$ cat config.mk
export PLATFORM = sky130hd
export DESIGN_NAME = async_fifo_core
export DESIGN_NICKNAME = d
export VERILOG_FILES = /design/src/rtl/async_fifo_core.sv
export SDC_FILE = /design/constraint.sdc
export NUM_CORES = 1
export LEC_CHECK = 0
export BUFFER_PORTS_ARGS = -buffer_cell sky130_fd_sc_hd__buf_2
export CORE_AREA = 2 2 136 138
export DETAILED_ROUTE_END_ITERATION = 12
export DIE_AREA = 0 0 138 140
export GPL_ROUTABILITY_DRIVEN = 0
export GPL_TIMING_DRIVEN = 0
export PLACE_DENSITY = 0.56
export SYNTH_ARGS = -nofsm -noshare
export SYNTH_HDL_FRONTEND = slang
export SYNTH_SLANG_ARGS = --single-unit
$ cat constraint.sdc
create_clock -name clk -period 2.1 [get_ports clk]
set_input_delay 0.42 -clock clk [delete_from_list [all_inputs] [get_ports clk]]
set_output_delay 0.42 -clock clk [all_outputs]
set_load 0.005 [all_outputs]
$ cat src/rtl/async_fifo_core.sv
// async_fifo_core: show-ahead single-clock FIFO with full/empty and almost-full/almost-empty flags.
module async_fifo_core #(
   parameter int DSIZE = 8,
   parameter int ASIZE = 4
) (
   input  logic             clk,
   input  logic             rst_n,
   input  logic             winc,
   input  logic [DSIZE-1:0] wdata,
   output logic             wfull,
   output logic             awfull,
   input  logic             rinc,
   output logic [DSIZE-1:0] rdata,
   output logic             rempty,
   output logic             arempty
);
   localparam int DEPTH = 1 << ASIZE;
   localparam logic [ASIZE:0] L_FULL  = {1'b1, {ASIZE{1'b0}}};
   localparam logic [ASIZE:0] L_AFULL = {1'b0, {ASIZE{1'b1}}};
   localparam logic [ASIZE:0] L_ONE   = {{ASIZE{1'b0}}, 1'b1};
   logic [DSIZE-1:0] r_mem [DEPTH];
   logic [ASIZE:0]   r_wptr, r_rptr;
   logic             r_wfull, r_awfull, r_rempty, r_arempty;
   logic             w_wr, w_rd;
   logic [ASIZE:0]   w_wptr_nxt, w_rptr_nxt, w_cnt_nxt;
   assign w_wr       = winc & ~r_wfull;
   assign w_rd       = rinc & ~r_rempty;
   assign w_wptr_nxt = r_wptr + {{ASIZE{1'b0}}, w_wr};
   assign w_rptr_nxt = r_rptr + {{ASIZE{1'b0}}, w_rd};
   assign w_cnt_nxt  = w_wptr_nxt - w_rptr_nxt;
   // Flags are registered from next-state pointers: same timing as a decode, but glitch-free.
   always_ff @(posedge clk or negedge rst_n) begin
      if (!rst_n) begin
         r_wptr    <= '0;
         r_rptr    <= '0;
         r_wfull   <= 1'b0;
         r_awfull  <= 1'b0;
         r_rempty  <= 1'b1;
         r_arempty <= 1'b1;
      end else begin
         r_wptr    <= w_wptr_nxt;
         r_rptr    <= w_rptr_nxt;
         r_wfull   <= w_cnt_nxt == L_FULL;
         r_awfull  <= w_cnt_nxt >= L_AFULL;
         r_rempty  <= w_cnt_nxt == '0;
         r_arempty <= w_cnt_nxt <= L_ONE;
      end
   end
   always_ff @(posedge clk) begin
      if (w_wr) r_mem[r_wptr[ASIZE-1:0]] <= wdata;
   end
   assign rdata   = r_mem[r_rptr[ASIZE-1:0]];
   assign wfull   = r_wfull;
   assign awfull  = r_awfull;
   assign rempty  = r_rempty;
   assign arempty = r_arempty;
endmodule

==> metrics.csv, run 1 <==
metric,value,unit
Slew HR,0.449,
fmax,0.375,GHz
chip height,140,um
Die Width,138,um
Crit path arrival time,2.25,ns
row count,49,
failing checks,negative setup slack,
post-synthesis sequential area ratio,0.726,
CTS Root Cell,clkbuf_16,
Synth area leaders,"edfxtp_1 (67%), mux4_2 (12%), dfrtp_1 (5.2%), ha_1 (1.7%), mux2i_1 (1.4%)",
Synth top area share,0.665,
Tmin final,2.67,ns
initial DRC count,270,
RSZ-0062 raised after global routing,true,
"Cell Area, Synth",5780,um^2
Hold Path Class,in2reg,
drt pass-1 iters,4,
Leak Pwr,2.51,nW
post-layout net count,374,
power density cells,1560,nW/um^2
reg-to-reg startpoint,r_wptr[0],
crit-path max FO,6,
I/O pin cnt,24,
Tightest Pin Transition,0.822,ns
share of cells above drive strength 1,0.477,
Worst setup EP type,primary output,
"slowest stage cell, crit path",mux4_2,
"area leader, netlist",edfxtp_1,
Residual DRC,0,
Vias,2861,
final hold violation count,0,
clock skew,0.00769,ns
crit-path cells,buf_6 > buf_12 > mux4_2 > a211oi_1 > a21oi_2 > buf_2,
Initial Util,0.325,
Final period util,1.27,
syn_area_per_cell,19.7,um^2
Unique masters post-synth,35,
Worst-Skew Late Latency,0.42,ns
placed cells,545,
clock buffer depth,2,
Ant. Diodes,0,
HPWL after detailed placement,7440,um
TritonCTS clock tree,yes,
largest net degree at the start of global routing,17,
CP Launch Point,r_rptr[0],
area delta synth->final,27.5,%
"Clk pin slew, worst setup/hold paths",0.06,ns
Pins Over Slew Limit,0,
final std cells w/o fill,594,
crit path launch type,flop,
Post-DRT Antenna Nets,0,
Overall Global Routing Usage,0.135,
Final WS setup,-0.568,ns
Synth Instances,293,
top post-synthesis cells by count,"edfxtp_1 (128), mux4_2 (32), nor2_1 (13), dfrtp_1 (12)",
#FFs+latches synth,142,
GRT overflow,0,
Max IR drop VDD,1330,uV
first-pass GRT wire length,18900,um
initial antenna violation count,0,
Worst path max stage delay,0.49,ns
core area,17800,um^2
Avg WL per Cell,20.8,um
Post-synth EDFFs,128,
overall power,11.5,mW
syn nets,314,
DIE AREA,19300,um^2
Synth async-reset ratio,0.0986,
Synthesis Warnings,0,
setup violators final,12,
vias in the first global route,3095,
H-tree levels,4,
HP Start,wdata[2],
CTS Sinks,142,
"count leader, synth",edfxtp_1,
TritonCTS Buffers,17,
Crit Path Class,reg2out,
routed vias/inst,4.82,
post-route core utilization,0.414,
status,"finished, violations left",
Max-cap violations,0,
Min Hold Slack,0.381,ns
WL final,12300,um
Place WS,-0.398,ns
"Req. time, crit path",1.68,ns
"Top FF cell, synth",edfxtp_1,
Port Buf Inserts,23,
cells by family (layout without fill, tap and decap cells):
| family | after synthesis | count (layout) | share of synthesized area |
|---|---|---|---|
| buf+inv | 21 | 93 | 0.0219 |
| compound gates | 20 | 20 | 0.0255 |
| flops | 142 | 142 | 0.726 |
| fa+ha+maj | 9 | 9 | 0.0208 |
| mux | 40 | 40 | 0.139 |
| xor+xnor | 12 | 12 | 0.0223 |
| simple gates | 49 | 49 | 0.0448 |
placed cells by master (no fill, tap or decap), drive strengths merged, types with 2 or more instances in the layout:
cell type and instances:
and2 2, a211oi 8, xor2 7, nor3 5
clkinvlp 2, bufinv 2, nor2 13, nand2 8
a21oi 10, inv 7, edfxtp 128, dfrtp 12
nand3 3, mux2i 8, buf 49, nand2b 2
ha 8, nand3b 2, mux4 32, dfstp 2
nor2b 10, clkinv 7, xnor2 4, clkbuf 25
final cells by class:
| cell class | count | area, um^2 |
|---|---|---|
| plain buffers | 14 | 174 |
| multi-input cells | 130 | 1800 |
| well taps | 229 | 287 |
| clock buffers | 20 | 437 |
| fillers | 1599 | 10400 |
| inverters | 7 | 26.3 |
| flip-flops and latches | 142 | 4200 |
| repair buffers | 41 | 323 |
| clock inverters | 11 | 120 |
flip-flops by register name (all words and copies together), names as in the netlist:
register	flops
arempty	1
r_mem	128
wfull	1
rempty	1
r_rptr	5
awfull	1
r_wptr	5
metrics by stage:
step / setup TNS [ns] / area, um^2
5_1_grt: -6.81 / 7370
3_5_place_dp: -13.49 / 6260
6_report: -4.41 / 7370
2_1_floorplan: -0.0360 / 5840
4_1_cts: -4.94 / 7120
3_3_place_gp: -25.29 / 6240
power by group:
group | internal (mW) | switching, mW | leakage, nW
Sequential | 3.48 | 0.185 | 1.32
Combinational | 2.57 | 2.42 | 0.922
Clock | 1.73 | 1.12 | 0.267
timing repair:
item | CTS | global route
gates cloned | 2 | 1
pin swaps | 14 | 14
buffers inserted | 8 | 8
gates resized for setup | 44 | 35
hold endpoints to repair | 12 | 0
hold buffers | 1 | 0
endpoints found under the setup margin | 76 | 68
per-layer routing:
| metal | up-vias | share of wire | GRT usage |
|---|---|---|---|
| li1 | 1281 | - | - |
| met1 | 1529 | 0.46 | 0.183 |
| met2 | 47 | 0.49 | 0.212 |
| met3 | 4 | 0.046 | 0.0427 |
| met4 | 0 | 0.0064 | 0.0403 |
| met5 | - | 0 | 0 |
worst max-delay path: cells and delay by family (launching register included):
| family | cells | cell delay [ns] |
|---|---|---|
| mux | 1 | 0.49 |
| compound gates | 2 | 0.48 |
| buf+inv | 3 | 0.47 |
| flops | 1 | 0.37 |
worst paths after layout:
check,endpoint,slack (ns),depth (start not counted)
max in group asynchronous,rempty,1.39,2
max reg2reg,wfull,-0.10,9
min,r_mem[1][2],0.38,1
min in group asynchronous,r_rptr[0],0.43,2
max,rdata[7],-0.57,6
min reg2reg,r_wptr[4],0.51,1
(Power assumes the default switching activity.)
==> run 2, diff against run 1 <==
--- a/config.mk
+++ b/config.mk
@@ -11,7 +11,6 @@
 export DIE_AREA = 0 0 138 140
 export GPL_ROUTABILITY_DRIVEN = 0
 export GPL_TIMING_DRIVEN = 0
-export PLACE_DENSITY = 0.56
 export SYNTH_ARGS = -nofsm -noshare
 export SYNTH_HDL_FRONTEND = slang
 export SYNTH_SLANG_ARGS = --single-unit
==> run 2 against run 1 <==
  * The flow still finishes with violations (negative setup slack)
  * Hold slack gained 0.0041 ns
  * Via count is 0.91% higher
  * Clock power is 1% higher
  * Sequential power about the same
  * Core utilization rose by 0.23 points
  * Combinational power is 2% lower
  * First-iteration DRC count decreased by 19%
  * Register-to-register slack about the same
  * Worst setup slack improved by 0.018 ns
  * Critical endpoint is now rdata[0]
  * Largest cell class unchanged
  * Clock-buffer cell count fell by 2
  * Global-route usage decreased by 0.20 points
==> metrics.csv, run 2 (same netlist as run 1, synthesis figures left out) <==
metric,value,unit,change
clock buffer depth,2,,unchanged
TritonCTS clock tree,yes,,unchanged
Hold Path Class,in2reg,,unchanged
placed cells,545,,unchanged
DIE AREA,19300,um^2,unchanged
WL final,11900,um,"was 12,300 um"
setup violators final,11,,was 12
Min Hold Slack,0.385,ns,was 0.381 ns
core area,17800,um^2,unchanged
vias in the first global route,3159,,"was 3,095"
Crit Path Class,reg2out,,unchanged
Worst setup EP type,primary output,,unchanged
final hold violation count,0,,unchanged
crit-path max FO,6,,unchanged
Residual DRC,0,,unchanged
"most common cell after layout, fill and taps aside",edfxtp_1,,unchanged
Crit path arrival time,2.23,ns,was 2.25 ns
Initial Util,0.325,,unchanged
RSZ-0062 raised after global routing,true,,unchanged
Port Buf Inserts,23,,unchanged
Leak Pwr,2.54,nW,was 2.51 nW
Final period util,1.26,,was 1.27
HPWL after detailed placement,7280,um,was 7440 um
Pins Over Slew Limit,0,,unchanged
chip height,140,um,unchanged
Final WS setup,-0.550,ns,was -0.568 ns
CTS Root Cell,clkbuf_16,,unchanged
largest net degree at the start of global routing,17,,unchanged
initial DRC count,220,,was 270
H-tree levels,4,,unchanged
Max-cap violations,0,,unchanged
Avg WL per Cell,19.9,um,was 20.8 um
GRT overflow,0,,unchanged
Overall Global Routing Usage,0.133,,was 0.135
initial antenna violation count,0,,unchanged
share of cells above drive strength 1,0.482,,was 0.477
CTS Sinks,142,,unchanged
TritonCTS Buffers,17,,unchanged
drt pass-1 iters,4,,unchanged
Post-DRT Antenna Nets,0,,unchanged
status,"finished, violations left",,unchanged
Tmin final,2.65,ns,was 2.67 ns
Slew HR,0.472,,was 0.449
power density cells,1540,nW/um^2,was 1560 nW/um^2
Worst-Skew Late Latency,0.42,ns,about the same
first-pass GRT wire length,18600,um,"was 18,900 um"
Ant. Diodes,0,,unchanged
"Req. time, crit path",1.68,ns,about the same
final std cells w/o fill,598,,was 594
I/O pin cnt,24,,unchanged
area delta synth->final,28.2,%,was 27.5%
crit path launch type,flop,,unchanged
"Clk pin slew, worst setup/hold paths",0.06,ns,about the same
max reg flops,128,,unchanged
row count,49,,unchanged
Max IR drop VDD,938,uV,was 1330 uV
fmax,0.377,GHz,was 0.375 GHz
"commonest non-fill, non-tap cells in the layout","edfxtp_1 (128), mux4_2 (32), buf_2 (24)",,unchanged
Die Width,138,um,unchanged
failing checks,negative setup slack,,unchanged
clock skew,0.00698,ns,was 0.00769 ns
Tightest Pin Transition,0.788,ns,was 0.822 ns
Vias,2887,,"was 2,861"
post-layout net count,377,,was 374
post-route core utilization,0.417,,was 0.414
routed vias/inst,4.83,,was 4.82
run 2: cell types whose count changed in the layout (fill, tap and decap cells not counted), sizes merged:
| cell | previous run | this run |
|---|---|---|
| inv | 7 | 10 |
| buf | 49 | 54 |
| clkbuf | 25 | 21 |
run 2: final cells by class:
type                    count  area, um^2
repair buffers             44         380
multi-input cells         130        1780
fillers                  1574       10400
plain buffers              14         163
clock inverters            14         141
flip-flops and latches    142        4200
clock buffers              18         429
inverters                   7        26.3
well taps                 229         287
run 2: per-layer routing:
layer | GRT usage | vias up | routed length, um
met5 | 0 | - | 0
met4 | 0.0693 | 0 | 176
met3 | 0.0274 | 14 | 474
met2 | 0.209 | 62 | 5980
met1 | 0.177 | 1520 | 5260
li1 | - | 1291 | -
run 2: stage by stage:
stage          power [mW]  area [um^2]  setup WS (ns)  setup TNS [ns]
4_1_cts              11.2         7290         -0.574           -5.56
5_1_grt              12.1         7410         -0.640           -5.63
6_report             11.4         7410         -0.550           -4.44
2_1_floorplan        6.29         5840        -0.0360         -0.0360
3_5_place_dp         7.30         6240         -0.436          -17.35
3_3_place_gp         7.23         6240         -0.667          -20.87
run 2: worst max-delay path, cell delays in order, from the launching register on:
cell     delay [ns]
dfrtp_1        0.36
buf_6          0.15
buf_12         0.15
buf_12         0.14
mux4_2         0.50
mux2i_2        0.21
a21oi_2        0.11
buf_2          0.16
run 2: worst paths after layout:
check / start / cells past startpoint / end / slack (ns)
max: r_rptr[0] / 7 / rdata[0] / -0.55
min: wdata[3] / 1 / r_mem[0][3] / 0.38
max reg2reg: rempty / 11 / wfull / -0.11
min reg2reg: r_wptr[4] / 1 / r_wptr[4] / 0.49
max in group asynchronous: rst_n / 2 / rempty / 1.40
min in group asynchronous: rst_n / 2 / wfull / 0.42
run 2: repair_timing:
item | CTS | global route
hold buffers | 1 | 0
gates resized for setup | 61 | 18
pin swaps | 18 | 12
endpoints found under the setup margin | 84 | 78
cloned | 2 | 0
setup buffers | 14 | 5
hold endpoints to repair | 12 | 0
run 2: power breakdown:
part           switching, mW  internal [mW]
Clock                   1.16           1.74
Combinational           2.37           2.49
Sequential             0.180           3.48
==> run 3, diff against run 2 <==
--- a/config.mk
+++ b/config.mk
@@ -11,6 +11,7 @@
 export DIE_AREA = 0 0 138 140
 export GPL_ROUTABILITY_DRIVEN = 0
 export GPL_TIMING_DRIVEN = 0
+export SLEW_MARGIN = 30
 export SYNTH_ARGS = -nofsm -noshare
 export SYNTH_HDL_FRONTEND = slang
 export SYNTH_SLANG_ARGS = --single-unit
==> constraint.sdc (replaced) <==
create_clock -name clk -period 2.1 [get_ports clk]
set_input_delay 0.63 -clock clk [delete_from_list [all_inputs] [get_ports clk]]
set_output_delay 0.63 -clock clk [all_outputs]
set_load 0.005 [all_outputs]
==> run 3 against run 2 <==
  * The run still ends with negative setup slack left
  * Die area is the same
  * Sequential share of layout area grew 1.3 points
  * First-iteration DRC count grew 21%
  * Clock skew grew 0.0020 ns
  * Combinational power shrank 7.0%
  * Via count shrank 0.35%
  * Design area shrank 2.2%
  * Clock-buffer cell count grew 1
  * Core utilization shrank 0.94 points
  * Maximum frequency shrank 7.7%
  * Critical path type unchanged
  * Largest cell class unchanged
==> metrics.csv, run 3 (same netlist as run 1, synthesis figures left out) <==
metric,value,unit,change
post-route core utilization,0.407,,was 0.417
clock buffer depth,2,,unchanged
Post-DRT Antenna Nets,0,,unchanged
R2R Path End,wfull,,unchanged
Pins Over Slew Limit,0,,unchanged
NetSw,3.50,mW,was 3.71 mW
CTS Root Cell,clkbuf_16,,unchanged
TritonCTS Buffers,17,,unchanged
initial DRC count,267,,was 220
"most common cell after layout, fill and taps aside",edfxtp_1,,unchanged
H-tree levels,4,,unchanged
TritonCTS clock tree,yes,,unchanged
"reg-to-reg slack, setup",-0.10,ns,was -0.11 ns
first-pass GRT wire length,18700,um,"was 18,600 um"
setup TNS,-6.20,ns,was -4.44 ns
Port Buf Inserts,23,,unchanged
Min Hold Slack,0.109,ns,was 0.385 ns
Leak Pwr,2.50,nW,was 2.54 nW
DIE AREA,19300,um^2,unchanged
Max IR drop VDD,972,uV,was 938 uV
Hold Path Class,in2async,,was in2reg
share of cells above drive strength 1,0.465,,was 0.482
clock skew,0.00902,ns,was 0.00698 ns
final std cells w/o fill,597,,was 598
Final period util,1.37,,was 1.26
"Req. time, crit path",1.47,ns,was 1.68 ns
crit path launch type,flop,,unchanged
failing checks,negative setup slack,,unchanged
Sw Ratio,0.319,,was 0.325
largest net degree at the start of global routing,17,,unchanged
CP Launch Point,r_rptr[0],,unchanged
setup violators final,11,,unchanged
combinational power share,0.412,,was 0.426
Final WS setup,-0.771,ns,was -0.550 ns
row count,49,,unchanged
HPWL after detailed placement,7570,um,was 7280 um
Residual DRC,0,,unchanged
Tightest Pin Transition,0.808,ns,was 0.788 ns
Slew HR,0.459,,was 0.472
r2r worst-path depth,11,,unchanged
"commonest non-fill, non-tap cells in the layout","edfxtp_1 (128), mux4_2 (32), buf_2 (24)",,unchanged
Crit Path Class,reg2out,,unchanged
"Clk pin slew, worst setup/hold paths",0.06,ns,about the same
I/O pin cnt,24,,unchanged
overall power,11.0,mW,was 11.4 mW
core area,17800,um^2,unchanged
Worst setup EP type,primary output,,unchanged
crit-path max FO,7,,was 6
Clk network pwr share,0.258,,was 0.254
CTS Sinks,142,,unchanged
vias in the first global route,3201,,"was 3,159"
Ant. Diodes,0,,unchanged
routed vias/inst,4.82,,was 4.83
reg-to-reg startpoint,wfull,,was rempty
status,"finished, violations left",,unchanged
Vias,2877,,"was 2,887"
Tmin final,2.87,ns,was 2.65 ns
drt pass-1 iters,4,,unchanged
Max-cap violations,0,,unchanged
Die Width,138,um,unchanged
final hold violation count,0,,unchanged
max reg flops,128,,unchanged
placed cells,547,,was 545
GRT overflow,0,,unchanged
Initial Util,0.325,,unchanged
area delta synth->final,25.3,%,was 28.2%
WL final,12000,um,"was 11,900 um"
Avg WL per Cell,20.1,um,was 19.9 um
Internal Power,7.49,mW,was 7.72 mW
register share of total power,0.330,,was 0.321
fmax,0.348,GHz,was 0.377 GHz
# hold bufs at CTS,0,,was 1
Worst-Skew Late Latency,0.41,ns,was 0.42 ns
Overall Global Routing Usage,0.131,,was 0.133
FILL cells,1596,,"was 1,574"
initial antenna violation count,0,,unchanged
Crit path arrival time,2.24,ns,was 2.23 ns
power density cells,1520,nW/um^2,was 1540 nW/um^2
RSZ-0062 raised after global routing,true,,unchanged
chip height,140,um,unchanged
post-layout net count,377,,unchanged
run 3: cell types whose count changed in the layout (fill, tap and decap cells not counted), moves of 3 or more:
cell,previous run,this run
buf_4,13,18
buf_12,8,5
nor2_4,3,0
nor2b_1,6,3
nor2b_4,4,7
run 3: power groups by stage:
| stage | Combinational [mW] | Sequential (mW) | Clock [mW] |
|---|---|---|---|
| after global placement | 3.68 | 3.68 | 0 |
| after floorplan | 2.75 | 3.65 | 0 |
| after detailed placement | 3.73 | 3.71 | 0 |
| final | 4.53 | 3.63 | 2.84 |
| after CTS | 4.40 | 3.63 | 2.88 |
| after global routing | 4.92 | 3.66 | 3.00 |
run 3: per-stage QoR:
stage | instance area (um^2) | worst slack (ns)
detailed placement | 6320 | -0.633
global placement | 6290 | -0.774
finish | 7240 | -0.771
CTS | 7140 | -0.810
global route | 7240 | -0.853
floorplan | 5890 | -0.235
run 3: worst max path at each step:
stage | to | slack, ns
after global placement | r_mem[0][4] | -0.77
after detailed placement | wfull | -0.63
after CTS | rdata[6] | -0.81
after floorplan | wfull | -0.24
final | rdata[2] | -0.77
after global routing | rdata[6] | -0.85
run 3: layer usage:
layer | vias up | global-route usage | routed length (um)
li1 | 1291 | - | -
met5 | - | 0 | 0
met3 | 8 | 0.0407 | 554
met1 | 1516 | 0.171 | 5350
met4 | 0 | 0.0354 | 103
met2 | 62 | 0.214 | 5980
run 3: worst max-delay path, stage by stage (launching register included):
cell and delay (ns):
dfrtp_1 0.38, buf_6 0.15, buf_12 0.14, buf_8 0.11
mux4_2 0.49, nor2b_4 0.14, a211oi_2 0.15, a21oi_1 0.08
buf_2 0.17
run 3: layout make-up:
cell class / count / area, um^2 / area share
buffer: 14 / 159 / 0.0219
clock buffer: 19 / 433 / 0.0598
clock inverter: 12 / 120 / 0.0166
inverter: 7 / 26.3 / 0.00363
multi-input combinational: 130 / 1710 / 0.236
sequential: 142 / 4200 / 0.580
tap: 229 / 287 / 0.0396
timing repair buffer: 44 / 308 / 0.0425
run 3: repair_timing:
item,in CTS,in global routing
pin swaps,5,10
resized for setup,30,23
buffers inserted,13,6
setup endpoints to repair,84,31
gates cloned,1,0
